--- config.mk ---
export PLATFORM = sky130hd
export DESIGN_NAME = dreq_unit_flat
export DESIGN_NICKNAME = d
export VERILOG_FILES = /design/src/rtl/cpu_types_pkg.sv /design/src/rtl/dreq_unit_if.sv /design/src/rtl/link_reg.sv /design/src/rtl/dreq_unit.sv /design/src/flat_wrapper.sv
export SDC_FILE = /design/constraint.sdc
export NUM_CORES = 1
export LEC_CHECK = 0
export CORE_UTILIZATION = 25
export DETAILED_ROUTE_END_ITERATION = 12
export GPL_TIMING_DRIVEN = 0
export PLACE_DENSITY = 0.63
export SLEW_MARGIN = 30
export SYNTH_ARGS = -nofsm -noshare
export SYNTH_HDL_FRONTEND = slang
export SYNTH_SLANG_ARGS = --single-unit
export TNS_END_PERCENT = 30
--- constraint.sdc ---
create_clock -name CLK -period 2.6 [get_ports CLK]
set_input_delay 0.26 -clock CLK [delete_from_list [all_inputs] [get_ports CLK]]
set_output_delay 0.26 -clock CLK [all_outputs]
set_load 0.05 [all_outputs]
--- src/rtl/cpu_types_pkg.sv ---
// Shared types for the data-request unit of the pipelined MIPS core.
package cpu_types_pkg;

  typedef enum logic [0:0] {DREQ_IDLE, DREQ_PEND} dreq_state_t;

endpackage

--- src/rtl/dreq_unit_if.sv ---
// Datapath <-> data-request unit signal bundle; master is the datapath/cache side.
interface dreq_unit_if #(
  parameter int ADDR_W = 32,
  parameter int CNT_W  = 16
);

  logic              ihit;
  logic              dhit;
  logic              dREN;
  logic              dWEN;
  logic              datomic;
  logic [ADDR_W-1:0] daddr;
  logic              halt;
  logic              snoop_inv;
  logic [ADDR_W-1:0] snoop_addr;
  logic              pc_en;
  logic              dmemREN;
  logic              dmemWEN;
  logic [ADDR_W-1:0] dmemaddr;
  logic              sc_valid;
  logic              sc_result;
  logic [CNT_W-1:0]  stall_cycles;
  logic              timeout;

  modport master (
    output ihit, dhit, dREN, dWEN, datomic, daddr, halt, snoop_inv, snoop_addr,
    input  pc_en, dmemREN, dmemWEN, dmemaddr, sc_valid, sc_result, stall_cycles, timeout
  );

  modport slave (
    input  ihit, dhit, dREN, dWEN, datomic, daddr, halt, snoop_inv, snoop_addr,
    output pc_en, dmemREN, dmemWEN, dmemaddr, sc_valid, sc_result, stall_cycles, timeout
  );

endinterface

--- src/rtl/link_reg.sv ---
// LL/SC link register with snoop and plain-store invalidation.
// Only built when DREQ_LLSC_EN is defined.
`ifdef DREQ_LLSC_EN
module link_reg #(
  parameter int ADDR_W = 32
) (
  input  logic              CLK,
  input  logic              nRST,
  input  logic              ll_set,
  input  logic              sc_clr,
  input  logic              wr_inv,
  input  logic [ADDR_W-1:0] ret_addr,
  input  logic              snoop_inv,
  input  logic [ADDR_W-1:0] snoop_addr,
  input  logic [ADDR_W-1:0] chk_addr,
  output logic              link_ok
);

  logic              link_valid;
  logic [ADDR_W-1:0] link_addr;

  // LL set takes priority over any simultaneous invalidation.
  always_ff @(posedge CLK or negedge nRST) begin
    if (!nRST) begin
      link_valid <= 1'b0;
      link_addr  <= '0;
    end else if (ll_set) begin
      link_valid <= 1'b1;
      link_addr  <= ret_addr;
    end else if (sc_clr ||
                 (snoop_inv && (snoop_addr == link_addr)) ||
                 (wr_inv && (ret_addr == link_addr))) begin
      link_valid <= 1'b0;
    end
  end

  assign link_ok = link_valid && (link_addr == chk_addr);

endmodule
`endif

--- src/rtl/dreq_unit.sv ---
// Holds dmemREN/dmemWEN from ihit launch until dhit retire; gates PC, counts stalls.
// Define DREQ_LLSC_EN to build LL/SC link tracking; otherwise SC behaves as a plain store.
module dreq_unit
  import cpu_types_pkg::*;
#(
  parameter int ADDR_W  = 32,
  parameter int CNT_W   = 16,
  parameter int TIMEOUT = 255
) (
  input logic        CLK,
  input logic        nRST,
  dreq_unit_if.slave bus
);

  localparam logic [CNT_W-1:0] TO_LIM = CNT_W'(TIMEOUT);

  dreq_state_t       state;
  logic              ren_q, wen_q, atomic_q;
  logic              sc_valid_q, sc_result_q, timeout_q;
  logic [ADDR_W-1:0] addr_q;
  logic [CNT_W-1:0]  stall_q, req_cnt;

  logic idle, launch_req, launch, retire, sc_ok_retire;
  logic atomic_in, sc_fail;

  assign idle         = (state == DREQ_IDLE);
  assign launch_req   = idle && bus.ihit && !bus.halt && (bus.dREN || bus.dWEN);
  assign launch       = launch_req && !sc_fail;
  assign retire       = (state == DREQ_PEND) && bus.dhit;
  assign sc_ok_retire = retire && atomic_q && wen_q;

`ifdef DREQ_LLSC_EN
  logic link_ok;

  assign atomic_in = bus.datomic;
  assign sc_fail   = bus.datomic && bus.dWEN && !link_ok;

  link_reg #(.ADDR_W(ADDR_W)) u_link_reg (
    .CLK        (CLK),
    .nRST       (nRST),
    .ll_set     (retire && atomic_q && ren_q),
    .sc_clr     (sc_ok_retire),
    .wr_inv     (retire && !atomic_q && wen_q),
    .ret_addr   (addr_q),
    .snoop_inv  (bus.snoop_inv),
    .snoop_addr (bus.snoop_addr),
    .chk_addr   (bus.daddr),
    .link_ok    (link_ok)
  );
`else
  logic unused_llsc;

  assign atomic_in   = 1'b0;
  assign sc_fail     = 1'b0;
  assign unused_llsc = ^{bus.datomic, bus.snoop_inv, bus.snoop_addr};
`endif

  always_ff @(posedge CLK or negedge nRST) begin
    if (!nRST) begin
      state       <= DREQ_IDLE;
      ren_q       <= 1'b0;
      wen_q       <= 1'b0;
      atomic_q    <= 1'b0;
      addr_q      <= '0;
      sc_valid_q  <= 1'b0;
      sc_result_q <= 1'b0;
      timeout_q   <= 1'b0;
      stall_q     <= '0;
      req_cnt     <= '0;
    end else begin
      sc_valid_q  <= 1'b0;
      sc_result_q <= 1'b0;
      case (state)
        DREQ_IDLE: begin
          if (launch) begin
            ren_q    <= bus.dREN;
            wen_q    <= bus.dWEN;
            addr_q   <= bus.daddr;
            atomic_q <= atomic_in;
            req_cnt  <= '0;
            state    <= DREQ_PEND;
          end else if (launch_req) begin
            // Failed SC: report immediately, nothing goes to memory.
            sc_valid_q <= 1'b1;
          end
        end
        DREQ_PEND: begin
          if (stall_q != '1) stall_q <= stall_q + CNT_W'(1);
          if (req_cnt != TO_LIM) begin
            req_cnt <= req_cnt + CNT_W'(1);
            if ((req_cnt + CNT_W'(1)) == TO_LIM) timeout_q <= 1'b1;
          end
          if (bus.dhit) begin
            ren_q <= 1'b0;
            wen_q <= 1'b0;
            state <= DREQ_IDLE;
            if (sc_ok_retire) begin
              sc_valid_q  <= 1'b1;
              sc_result_q <= 1'b1;
            end
          end
        end
        default: state <= DREQ_IDLE;
      endcase
    end
  end

  assign bus.pc_en        = idle && bus.ihit && !launch;
  assign bus.dmemREN      = ren_q;
  assign bus.dmemWEN      = wen_q;
  assign bus.dmemaddr     = addr_q;
  assign bus.sc_valid     = sc_valid_q;
  assign bus.sc_result    = sc_result_q;
  assign bus.stall_cycles = stall_q;
  assign bus.timeout      = timeout_q;

endmodule
--- src/flat_wrapper.sv ---
// flat-port wrapper written by rule: the top's interface ports become plain ports
module dreq_unit_flat import cpu_types_pkg::*;
#(
  parameter int ADDR_W  = 32,
  parameter int CNT_W   = 16,
  parameter int TIMEOUT = 255
)
  (CLK, nRST, bus_ihit, bus_dhit, bus_dREN, bus_dWEN, bus_datomic, bus_daddr, bus_halt, bus_snoop_inv, bus_snoop_addr, bus_pc_en, bus_dmemREN, bus_dmemWEN, bus_dmemaddr, bus_sc_valid, bus_sc_result, bus_stall_cycles, bus_timeout);
  dreq_unit_if #(.ADDR_W(ADDR_W), .CNT_W(CNT_W)) bus_i ();
  input logic CLK;
  input logic nRST;
  input wire logic [$bits(bus_i.ihit)-1:0] bus_ihit;
  input wire logic [$bits(bus_i.dhit)-1:0] bus_dhit;
  input wire logic [$bits(bus_i.dREN)-1:0] bus_dREN;
  input wire logic [$bits(bus_i.dWEN)-1:0] bus_dWEN;
  input wire logic [$bits(bus_i.datomic)-1:0] bus_datomic;
  input wire logic [$bits(bus_i.daddr)-1:0] bus_daddr;
  input wire logic [$bits(bus_i.halt)-1:0] bus_halt;
  input wire logic [$bits(bus_i.snoop_inv)-1:0] bus_snoop_inv;
  input wire logic [$bits(bus_i.snoop_addr)-1:0] bus_snoop_addr;
  output wire logic [$bits(bus_i.pc_en)-1:0] bus_pc_en;
  output wire logic [$bits(bus_i.dmemREN)-1:0] bus_dmemREN;
  output wire logic [$bits(bus_i.dmemWEN)-1:0] bus_dmemWEN;
  output wire logic [$bits(bus_i.dmemaddr)-1:0] bus_dmemaddr;
  output wire logic [$bits(bus_i.sc_valid)-1:0] bus_sc_valid;
  output wire logic [$bits(bus_i.sc_result)-1:0] bus_sc_result;
  output wire logic [$bits(bus_i.stall_cycles)-1:0] bus_stall_cycles;
  output wire logic [$bits(bus_i.timeout)-1:0] bus_timeout;
  assign bus_i.ihit = bus_ihit;
  assign bus_i.dhit = bus_dhit;
  assign bus_i.dREN = bus_dREN;
  assign bus_i.dWEN = bus_dWEN;
  assign bus_i.datomic = bus_datomic;
  assign bus_i.daddr = bus_daddr;
  assign bus_i.halt = bus_halt;
  assign bus_i.snoop_inv = bus_snoop_inv;
  assign bus_i.snoop_addr = bus_snoop_addr;
  assign bus_pc_en = bus_i.pc_en;
  assign bus_dmemREN = bus_i.dmemREN;
  assign bus_dmemWEN = bus_i.dmemWEN;
  assign bus_dmemaddr = bus_i.dmemaddr;
  assign bus_sc_valid = bus_i.sc_valid;
  assign bus_sc_result = bus_i.sc_result;
  assign bus_stall_cycles = bus_i.stall_cycles;
  assign bus_timeout = bus_i.timeout;
  dreq_unit #(.ADDR_W(ADDR_W), .CNT_W(CNT_W), .TIMEOUT(TIMEOUT)) u_core (.CLK(CLK), .nRST(nRST), .bus(bus_i));
endmodule
==> key figures <==
Synth
  • Post-synth top flop: dfrtp_1
  • FFs w/ async S/R, synth: 100%
  • Syn avg cell area: 9.29 sq um
  • Mapped Area: roughly 3300 sq um
  • Yosys reg bits: 68
  • Synth top area share: about half
  • Unique masters post-synth: slightly above 50
  • Post-synthesis sequential area ratio: between 50% and 60%
  • Synth top area cells: dfrtp_1, nand2_1, mux2i_1
  • Post-synth EDFFs: 0
  • Largest area contributor in the netlist: dfrtp_1
  • Mapped Cells: approximately 360
  • Synth Warn #: 0

CTS
  • Setup bufs post-CTS: 0
  • Max clock buf depth: 2
  • Root buf cell: clkbuf_16
  • Worst-path clk slew: approximately 0.060 ns
  • CTS tree: yes
  • TritonCTS buffer count: 9
  • Clk_lat worst skew: 0.33 ns
  • H-tree depth: 3
  • Clk sinks: 68

Final layout
  • Most frequent cells in the layout: nand2_1, clkdlybuf4s50_1, dfrtp_1
  • Final #Nets: between 500 and 600
  • Share of cells above drive strength 1: 8.39%
  • Final core occ: a little under two fifths
  • # diodes: 0
  • Area growth, synth to finish: 44.1%
  • Commonest non-fill, non-tap cell in the layout: nand2_1

Global routing
  • GRT overflow: 0
  • Pin count of the biggest net entering global routing: just under 50
  • Vias in the first global route: ~2800
  • Tot GR Track Use: 12.9%
  • Initial antenna violation count: 0
  • First-pass GRT wire length: approximately 14 mm

Setup path
  • Worst reg-to-reg path cell count: 5
  • R2R Path Start: u_core.state$_DFF_PN0_
  • Worst EP arrival: 2.63 ns
  • Critical path's slowest cell: a311oi_1
  • Crit path capture type: register
  • Crit path depth: 5
  • CP Buf/Inv Count: 2
  • Crit path cell chain: clkbuf_1, inv_1, a311oi_1, nand4_1, xnor2_1
  • Top delay family on crit path: buffers and inverters
  • Worst flop-to-flop path endpoint: u_core.bus.stall_cycles[7]$_DFFE_PN0P_
  • Critical Path RT: 2.82 ns
  • Crit path from: u_core.state$_DFF_PN0_
  • WS Path Type: register to register
  • CP peak stage delay: ~0.76 ns
  • R2R Setup Slk: about 0.19 ns
  • Crit Path Max Fanout: 10
  • Worst setup path endpoint: u_core.bus.stall_cycles[7]$_DFFE_PN0P_
  • Crit start category: register

Power and ir drop
  • Pwr dens: around 850 nW/um^2
  • Static Leak: approximately 0.0021 uW
  • Peak supply drop: between 400 and 500 uV
  • Total chip power: 4040 uW

Route
  • Vias: 2950
  • Pre-antenna DRT Iters: 4
  • # DRC: 0
  • Starting DRT DRC Count: ~200
  • Routed wire length: ~8.6 mm
  • Vias per cell: 4.63
  • DR WL/cell: around 13 um
  • Post-DRT Antenna Nets: 0

Timing
  • RSZ-0062 raised after global routing: no
  • Tcrit/Tclk final: between 90 and 100%
  • Fmax: about 420 MHz
  • Pins over their slew limit: 0
  • # setup viols final: 0
  • Skew final: approximately 0.0091 ns
  • Final min period: ~2.4 ns
  • Slew HR: 40.8%
  • Total negative slack: 0 ns
  • Worst-Margin Slew: slightly below 0.9 ns
  • Hold Vio Cnt, Final: 0

Placed design
  • Final HPWL DP: about 6 mm
  • GPL Wtd Cong: approximately 0.8
  • Port bufs: 90

Die
  • DIE AREA: about 14000 sq um
  • Num ports: approximately 130
  • Row cnt: 41
  • Core ar.: roughly 13000 sq um
  • Starting density of the core: approximately 26%
  • Die Ht: 117 um
  • Die width: between 100 and 150 um

Status
  • Status: completed

Job
  • Max-Cap Viols: 0

Worst hold path
  • Hold WC Path Type: input port to async pin
## cell type report
cell class / count / area, sq um
buffer: 19 / 93.8
clock inverter: 6 / 72.6
sequential: 68 / 1700
inverter: 7 / 26.3
tap: 172 / 215
fill: 1287 / 7990
clock buffer: 10 / 229
timing repair buffer: 92 / 935
multi-input combinational: 263 / 1510
## how the worst min path moves through the flow
stage                                  startpoint                                 endpoint  slack [ns]  cells after the start
2_1_floorplan                                nRST           u_core.bus.dmemREN$_DFFE_PN0P_       -0.04                      0
3_3_place_gp   u_core.bus.dmemaddr[2]$_DFFE_PN0P_       u_core.bus.dmemaddr[2]$_DFFE_PN0P_        0.46                      2
3_5_place_dp                                 nRST  u_core.bus.stall_cycles[13]$_DFFE_PN0P_        0.18                      1
4_1_cts                                      nRST  u_core.bus.stall_cycles[13]$_DFFE_PN0P_        0.39                      2
5_1_grt                                      nRST  u_core.bus.stall_cycles[11]$_DFFE_PN0P_        0.42                      2
6_report                                     nRST  u_core.bus.stall_cycles[11]$_DFFE_PN0P_        0.37                      2
## metal layers
layer  GRT usage [%]  vias to the layer above  wire, um
met5               0                        -         0
met4            4.89                        0       102
met3            4.22                       11       558
met2            20.0                       90      4040
met1            16.6                     1421      3850
li1                -                     1428         -
## flip-flops by register name (all words and copies together), names as in the netlist
signal / count
u_core.bus.dmemREN: 1
u_core.bus.dmemaddr: 32
u_core.state: 1
u_core.req_cnt: 16
u_core.bus.dmemWEN: 1
u_core.bus.timeout: 1
u_core.bus.stall_cycles: 16
## cells in the mapped netlist (all sizes together), types with 2 or more instances
master  count
nand4       9
mux2        5
o21ai       8
clkbuf      9
nand3      17
xnor2      11
dfrtp      68
nor2       15
o31ai       2
o22ai       2
a31oi       4
buf        11
a22o        5
xor2        5
mux2i      11
a41oi       2
nor4        3
o32ai       2
and4        4
nor3        9
ha          3
and3        3
a21oi       5
inv         7
o41ai       2
nand2     120
## repair_timing
action                     CTS  global route
gates resized for setup      3             2
hold buffers                 1             0
setup endpoints to repair    1             1
hold endpoints to repair    20             0
## power by group
| part | total [uW] | internal [uW] | switching [uW] |
|---|---|---|---|
| sequential | 1420 | 1250 | 168 |
| clock | 1220 | 750 | 474 |
| combinational | 1400 | 489 | 913 |
## cells by family (layout without fill, tap and decap cells)
family,count (synthesis),count (layout),share of synthesized area [%]
compound gates,38,38,8.37
xor+xnor,16,16,4.22
fa+ha+maj,3,3,1.13
buf+inv,27,134,3.70
flops,68,68,51.3
mux,16,16,5.13
other cells,1,2,0.113
simple gates,188,188,26.1
## metrics by stage
step	setup slack, ns	hold slack, ns	instances	instance area [sq um]
after CTS	0.0177	0.386	637	4770
after floorplan	0.485	-0.0356	358	3320
after global placement	-1.15	0.458	620	4440
after detailed placement	-0.728	0.179	621	4460
final	0.194	0.370	637	4780
after global routing	0.00946	0.422	637	4780
## worst register-to-register path, stage by stage, from the launching register on
cell      delay (ns)
dfrtp_1         0.37
clkbuf_1        0.46
inv_1           0.32
a311oi_1        0.76
nand4_1         0.22
xnor2_1         0.17
(Power assumes the default switching activity.)
